`config.mk`:
```
export PLATFORM = sky130hd
export DESIGN_NAME = cong16_tuantu
export DESIGN_NICKNAME = d
export VERILOG_FILES = /design/src/rtl/cong16_tuantu_pkg.sv /design/src/rtl/cong16_tuantu_bocong.sv /design/src/rtl/cong16_tuantu.sv
export SDC_FILE = /design/constraint.sdc
export NUM_CORES = 1
export LEC_CHECK = 0
export BUFFER_PORTS_ARGS = -buffer_cell sky130_fd_sc_hd__buf_2
export CAP_MARGIN = 20
export CORE_ASPECT_RATIO = 0.75
export CORE_MARGIN = 10
export CORE_UTILIZATION = 57
export CTS_BUF_LIST = sky130_fd_sc_hd__clkbuf_4
export DETAILED_ROUTE_END_ITERATION = 16
export GPL_ROUTABILITY_DRIVEN = 0
export PLACE_DENSITY = 0.82
export SLEW_MARGIN = 30
export SYNTH_ARGS = -nofsm -noshare
export SYNTH_HDL_FRONTEND = slang
export SYNTH_HIERARCHICAL = 1
export SYNTH_SLANG_ARGS = --single-unit
```
`constraint.sdc`:
```
create_clock -name clk -period 2.8 [get_ports clk]
set_input_delay 0.56 -clock clk [delete_from_list [all_inputs] [get_ports clk]]
set_output_delay 0.56 -clock clk [all_outputs]
set_load 0.03 [all_outputs]
```
`src/rtl/cong16_tuantu_pkg.sv`:
```
// Shared constants and FSM state type for the nibble-serial adder.
package cong16_tuantu_pkg;

    localparam int NIBBLE_W        = 4;
    localparam int NUM_NIBBLES_DEF = 4;

    typedef enum logic [1:0] {
        ST_IDLE = 2'd0,
        ST_RUN  = 2'd1,
        ST_DONE = 2'd2
    } state_t;

endpackage

```
`src/rtl/cong16_tuantu_bocong.sv`:
```
// 4-bit ripple-carry adder slice used once per cycle by the serial adder.
module bocong
    import cong16_tuantu_pkg::*;
(
    input  logic [NIBBLE_W-1:0] x,
    input  logic [NIBBLE_W-1:0] y,
    input  logic                ci,
    output logic [NIBBLE_W-1:0] sum,
    output logic                co
);

    logic [NIBBLE_W:0] carry;

    assign carry[0] = ci;

    generate
        for (genvar gi = 0; gi < NIBBLE_W; gi++) begin : g_fa
            assign sum[gi]     = x[gi] ^ y[gi] ^ carry[gi];
            assign carry[gi+1] = (x[gi] & y[gi]) | (carry[gi] & (x[gi] ^ y[gi]));
        end
    endgenerate

    assign co = carry[NIBBLE_W];

endmodule

```
`src/rtl/cong16_tuantu.sv`:
```
// Nibble-serial adder: one 4-bit slice per cycle, result published on entry to DONE.
module cong16_tuantu
    import cong16_tuantu_pkg::*;
#(
    parameter int NUM_NIBBLES = NUM_NIBBLES_DEF
) (
    input  logic                            clk,
    input  logic                            rst_n,
    input  logic                            start,
    input  logic [NIBBLE_W*NUM_NIBBLES-1:0] a,
    input  logic [NIBBLE_W*NUM_NIBBLES-1:0] b,
    input  logic                            cin,
    output logic                            busy,
    output logic                            done,
    output logic [NIBBLE_W*NUM_NIBBLES-1:0] s,
    output logic                            cout,
    output logic                            ovf
);

    localparam int W  = NIBBLE_W * NUM_NIBBLES;
    localparam int CW = $clog2(NUM_NIBBLES) + 1;

    state_t          state_reg;
    state_t          state_next;
    logic [W-1:0]    a_reg;
    logic [W-1:0]    b_reg;
    logic [W-1:0]    res_reg;
    logic [W-1:0]    s_reg;
    logic            carry_reg;
    logic            cout_reg;
    logic            ovf_reg;
    logic            a_msb_reg;
    logic            b_msb_reg;
    logic [CW-1:0]   cnt_reg;

    logic [NIBBLE_W-1:0] slice_sum;
    logic                slice_co;
    logic                last_slice;
    logic [W-1:0]        res_shift;

    bocong u_slice (
        .x   (a_reg[NIBBLE_W-1:0]),
        .y   (b_reg[NIBBLE_W-1:0]),
        .ci  (carry_reg),
        .sum (slice_sum),
        .co  (slice_co)
    );

    assign last_slice = (cnt_reg == CW'(NUM_NIBBLES - 1));
    // Slices arrive LSB first, so each new nibble enters at the top and older ones move down.
    assign res_shift  = {slice_sum, res_reg[W-1:NIBBLE_W]};

    always_ff @(posedge clk or negedge rst_n) begin
        if (!rst_n) begin
            state_reg <= ST_IDLE;
        end else begin
            state_reg <= state_next;
        end
    end

    always_comb begin
        state_next = state_reg;
        case (state_reg)
            ST_IDLE: if (start) state_next = ST_RUN;
            ST_RUN:  if (last_slice) state_next = ST_DONE;
            ST_DONE: state_next = ST_IDLE;
            default: state_next = ST_IDLE;
        endcase
    end

    always_ff @(posedge clk or negedge rst_n) begin
        if (!rst_n) begin
            a_reg     <= '0;
            b_reg     <= '0;
            res_reg   <= '0;
            s_reg     <= '0;
            carry_reg <= 1'b0;
            cout_reg  <= 1'b0;
            ovf_reg   <= 1'b0;
            a_msb_reg <= 1'b0;
            b_msb_reg <= 1'b0;
            cnt_reg   <= '0;
        end else begin
            case (state_reg)
                ST_IDLE: begin
                    if (start) begin
                        a_reg     <= a;
                        b_reg     <= b;
                        carry_reg <= cin;
                        a_msb_reg <= a[W-1];
                        b_msb_reg <= b[W-1];
                        res_reg   <= '0;
                        cnt_reg   <= '0;
                    end
                end
                ST_RUN: begin
                    a_reg     <= a_reg >> NIBBLE_W;
                    b_reg     <= b_reg >> NIBBLE_W;
                    carry_reg <= slice_co;
                    res_reg   <= res_shift;
                    cnt_reg   <= cnt_reg + CW'(1);
                    if (last_slice) begin
                        // Operand MSBs were saved at acceptance because a_reg/b_reg are shifted out by now.
                        s_reg    <= res_shift;
                        cout_reg <= slice_co;
                        ovf_reg  <= (a_msb_reg == b_msb_reg) && (slice_sum[NIBBLE_W-1] != a_msb_reg);
                    end
                end
                default: ;
            endcase
        end
    end

    assign busy = (state_reg != ST_IDLE);
    assign done = (state_reg == ST_DONE);
    assign s    = s_reg;
    assign cout = cout_reg;
    assign ovf  = ovf_reg;

endmodule

```
==> key figures <==
Synth
  – Post-Syn Nets: 292
  – Async SR Flop Fraction: 100%
  – Post-Synthesis Cells: 250
  – Syn Area/Cell: 12.0 um^2
  – Sequential element share of the synthesized area: between 50% and 60%
  – Unique masters post-synth: 23
  – Largest area contributor in the netlist: dfrtp_1
  – Main synth FF type: dfrtp_1
  – Flops & latches, synth: 70
  – Count leader, synth: dfrtp_1
  – Area share of the largest cell type after synthesis: 58.5%
  – Syn. warnings: 6
  – Number of enable flip-flop cells after synthesis: 0
  – Most instantiated cells after synthesis: dfrtp_1, o21ai_0, a22oi_1, a22o_1, nand2_1
  – Most area-consuming cells after synthesis: dfrtp_1, mux2_2, a22oi_1
  – Mapped Area: 0.00299 mm^2

Finish
  – Nets: 350
  – Share of cells above drive strength 1: 32.6%
  – Final core occ: a little over two thirds
  – Register Area: 0.00175 mm^2
  – Area grow syn2layout: 16.2%
  – Fill count: 377
  – Area of the multi-input gates: about 0.0011 mm^2
  – Final instance count without filler cells: 385
  – Ant diodes: 0

Clock network
  – Worst-Skew Late Latency: 430 ps
  – Cts bufs inserted: 9
  – Setup Buffers After CTS: 0
  – H-Tree Depth: 3
  – Root buffer cell: clkbuf_4
  – CTS tree: built
  – Post-cts resize count: 0
  – CTS sink count: 70
  – Worst-path clk slew: 120 ps
  – Clock tree buffer depth: 2
  – CTS Hold Bufs: 0

Placed design
  – Post-Place Setup Slack: 211 ps
  – Input/output buffers: 55
  – HPWL Detailed: 4830 um
  – Cells after DPL: 369

Min path
  – Worst Hold Class: in2async

Routing
  – 1st-pass router iterations: 4
  – ANT nets after route: 0
  – Routed via count: 2153
  – Number of DRC markers in iteration 0: 104
  – DRC viols: 0
  – DR vias/cell: 5.59
  – Wire per inst: about 17 um
  – DRT Wirelength: ~6700 um

Worst setup path
  – Critical Path Fanout Max: 4
  – Crit path max-delay family: adder cells
  – CP cell instances: fa_1, inv_1, fa_1, inv_1, fa_1, inv_1, fa_1, inv_1, and3b_1, a21oi_1, o21ai_0
  – Buf/Inv on CP: 4
  – Type of destination of the critical path: flip-flop
  – Setup crit start kind: flip-flop
  – CP Data Arrival Time: approximately 2900 ps
  – Crit Path Class: reg2reg
  – Largest stage delay on the critical path: 420 ps
  – CP max stage cell: dfrtp_1
  – CP required: 3100 ps

Floorplan
  – Row count: 22
  – Chip width: 104 um
  – Die Y: 82.8 um
  – Initial core utilization: 60.1%
  – Core area: 0.00498 mm^2
  – DIE AREA: 0.00858 mm^2
  – IO Pins: 56

Global route
  – Initial antenna violation count: 0
  – Vias in the first global route: roughly 2200
  – Largest net degree at the start of global routing: 36
  – First-pass GRT wire length: 10800 um
  – GRT Total Usage: roughly 16%
  – Gr ovfl total: 0

Power and ir drop
  – Power Density: 1130 mW/mm^2
  – Worst IR Drop VDD: 0.594 mV
  – Pleak: 0.00170 uW
  – Total Power: 3950 uW

Timing
  – Final period util: 92.4%
  – Slew @ Worst Pin: 849 ps
  – Period minus WS final: 2590 ps
  – Final WS setup: 214 ps
  – Setup TNS Final: 0 ps
  – Setup violators final: 0
  – Fmax: between 300 and 400 MHz
  – RSZ-0062 raised after global routing: false
  – Final Slew Violations: 0
  – Hold Violations, Final: 0
  – Layout Skew: approximately 15 ps
  – Rel. slew slack: between 40 and 50%

Run
  – Max_cap viols: 0

Outcome
  – Status: finished clean
==> stage by stage <==
stage / instance area, um^2 / hold slack [ps]
after floorplan: 2990 / 264
after global placement: 3340 / 462
after detailed placement: 3340 / 471
after CTS: 3480 / 184
after global routing: 3480 / 223
final: 3480 / 181
==> area by class of cell <==
class	count	area share [%]
Clock inverter	7	2.05
Timing Repair Buffer	66	10.3
Multi-Input combinational cell	149	31.5
Clock buffer	9	1.94
Inverter	12	1.29
Tap cell	72	2.59
Sequential cell	70	50.3
==> logic make-up after synthesis <==
group,Yosys count,synth area share [%]
AOI/OAI and AO/OA,86,19.3
adders and majority gates,6,3.51
buffers and inverters,31,4.89
DFF,70,58.5
muxes,19,7.40
and+or+nand+nor,38,6.39
==> placed cells by master (no fill, tap or decap), types with 4 or more instances in the layout <==
master	netlist	routed
buf_2	12	55
clkbuf_4	0	9
a22oi_1	25	25
nand2_1	19	19
buf_4	2	11
a22o_1	21	21
mux2_2	17	17
fa_1	4	4
inv_1	12	12
o21ai_0	26	26
dfrtp_1	70	70
nor2b_1	14	14
a21oi_1	11	11
==> power breakdown <==
| part | total, uW | internal (uW) | switching, uW |
|---|---|---|---|
| registers | 1710 | 1410 | 294 |
| logic | 1600 | 678 | 924 |
| clock network | 637 | 273 | 364 |
==> routing by layer <==
metal  vias to the layer above  track usage (%)  part of all wire (%)
met4                         0             5.54                   1.2
met3                         9             6.57                   8.0
li1                       1003                -                     -
met5                         -                0                     0
met1                      1059             19.8                    45
met2                        82             25.0                    46
==> path summary, 6_finish.rpt <==
kind	from	to	slack (ps)	cells after the start
min in group clk	b[12]	b_reg[12]$_DFFE_PN0P_	350	2
max reg2reg	b_reg[0]$_DFFE_PN0P_	ovf$_DFFE_PN0P_	210	11
max in group asynchronous	rst_n	b_reg[7]$_DFFE_PN0P_	1890	2
min	rst_n	s[12]$_DFFE_PN0P_	180	1
min reg2reg	b_reg[5]$_DFFE_PN0P_	b_reg[5]$_DFFE_PN0P_	490	2
max	b_reg[0]$_DFFE_PN0P_	ovf$_DFFE_PN0P_	210	11
No activity file was read; power rests on OpenSTA's default activity.
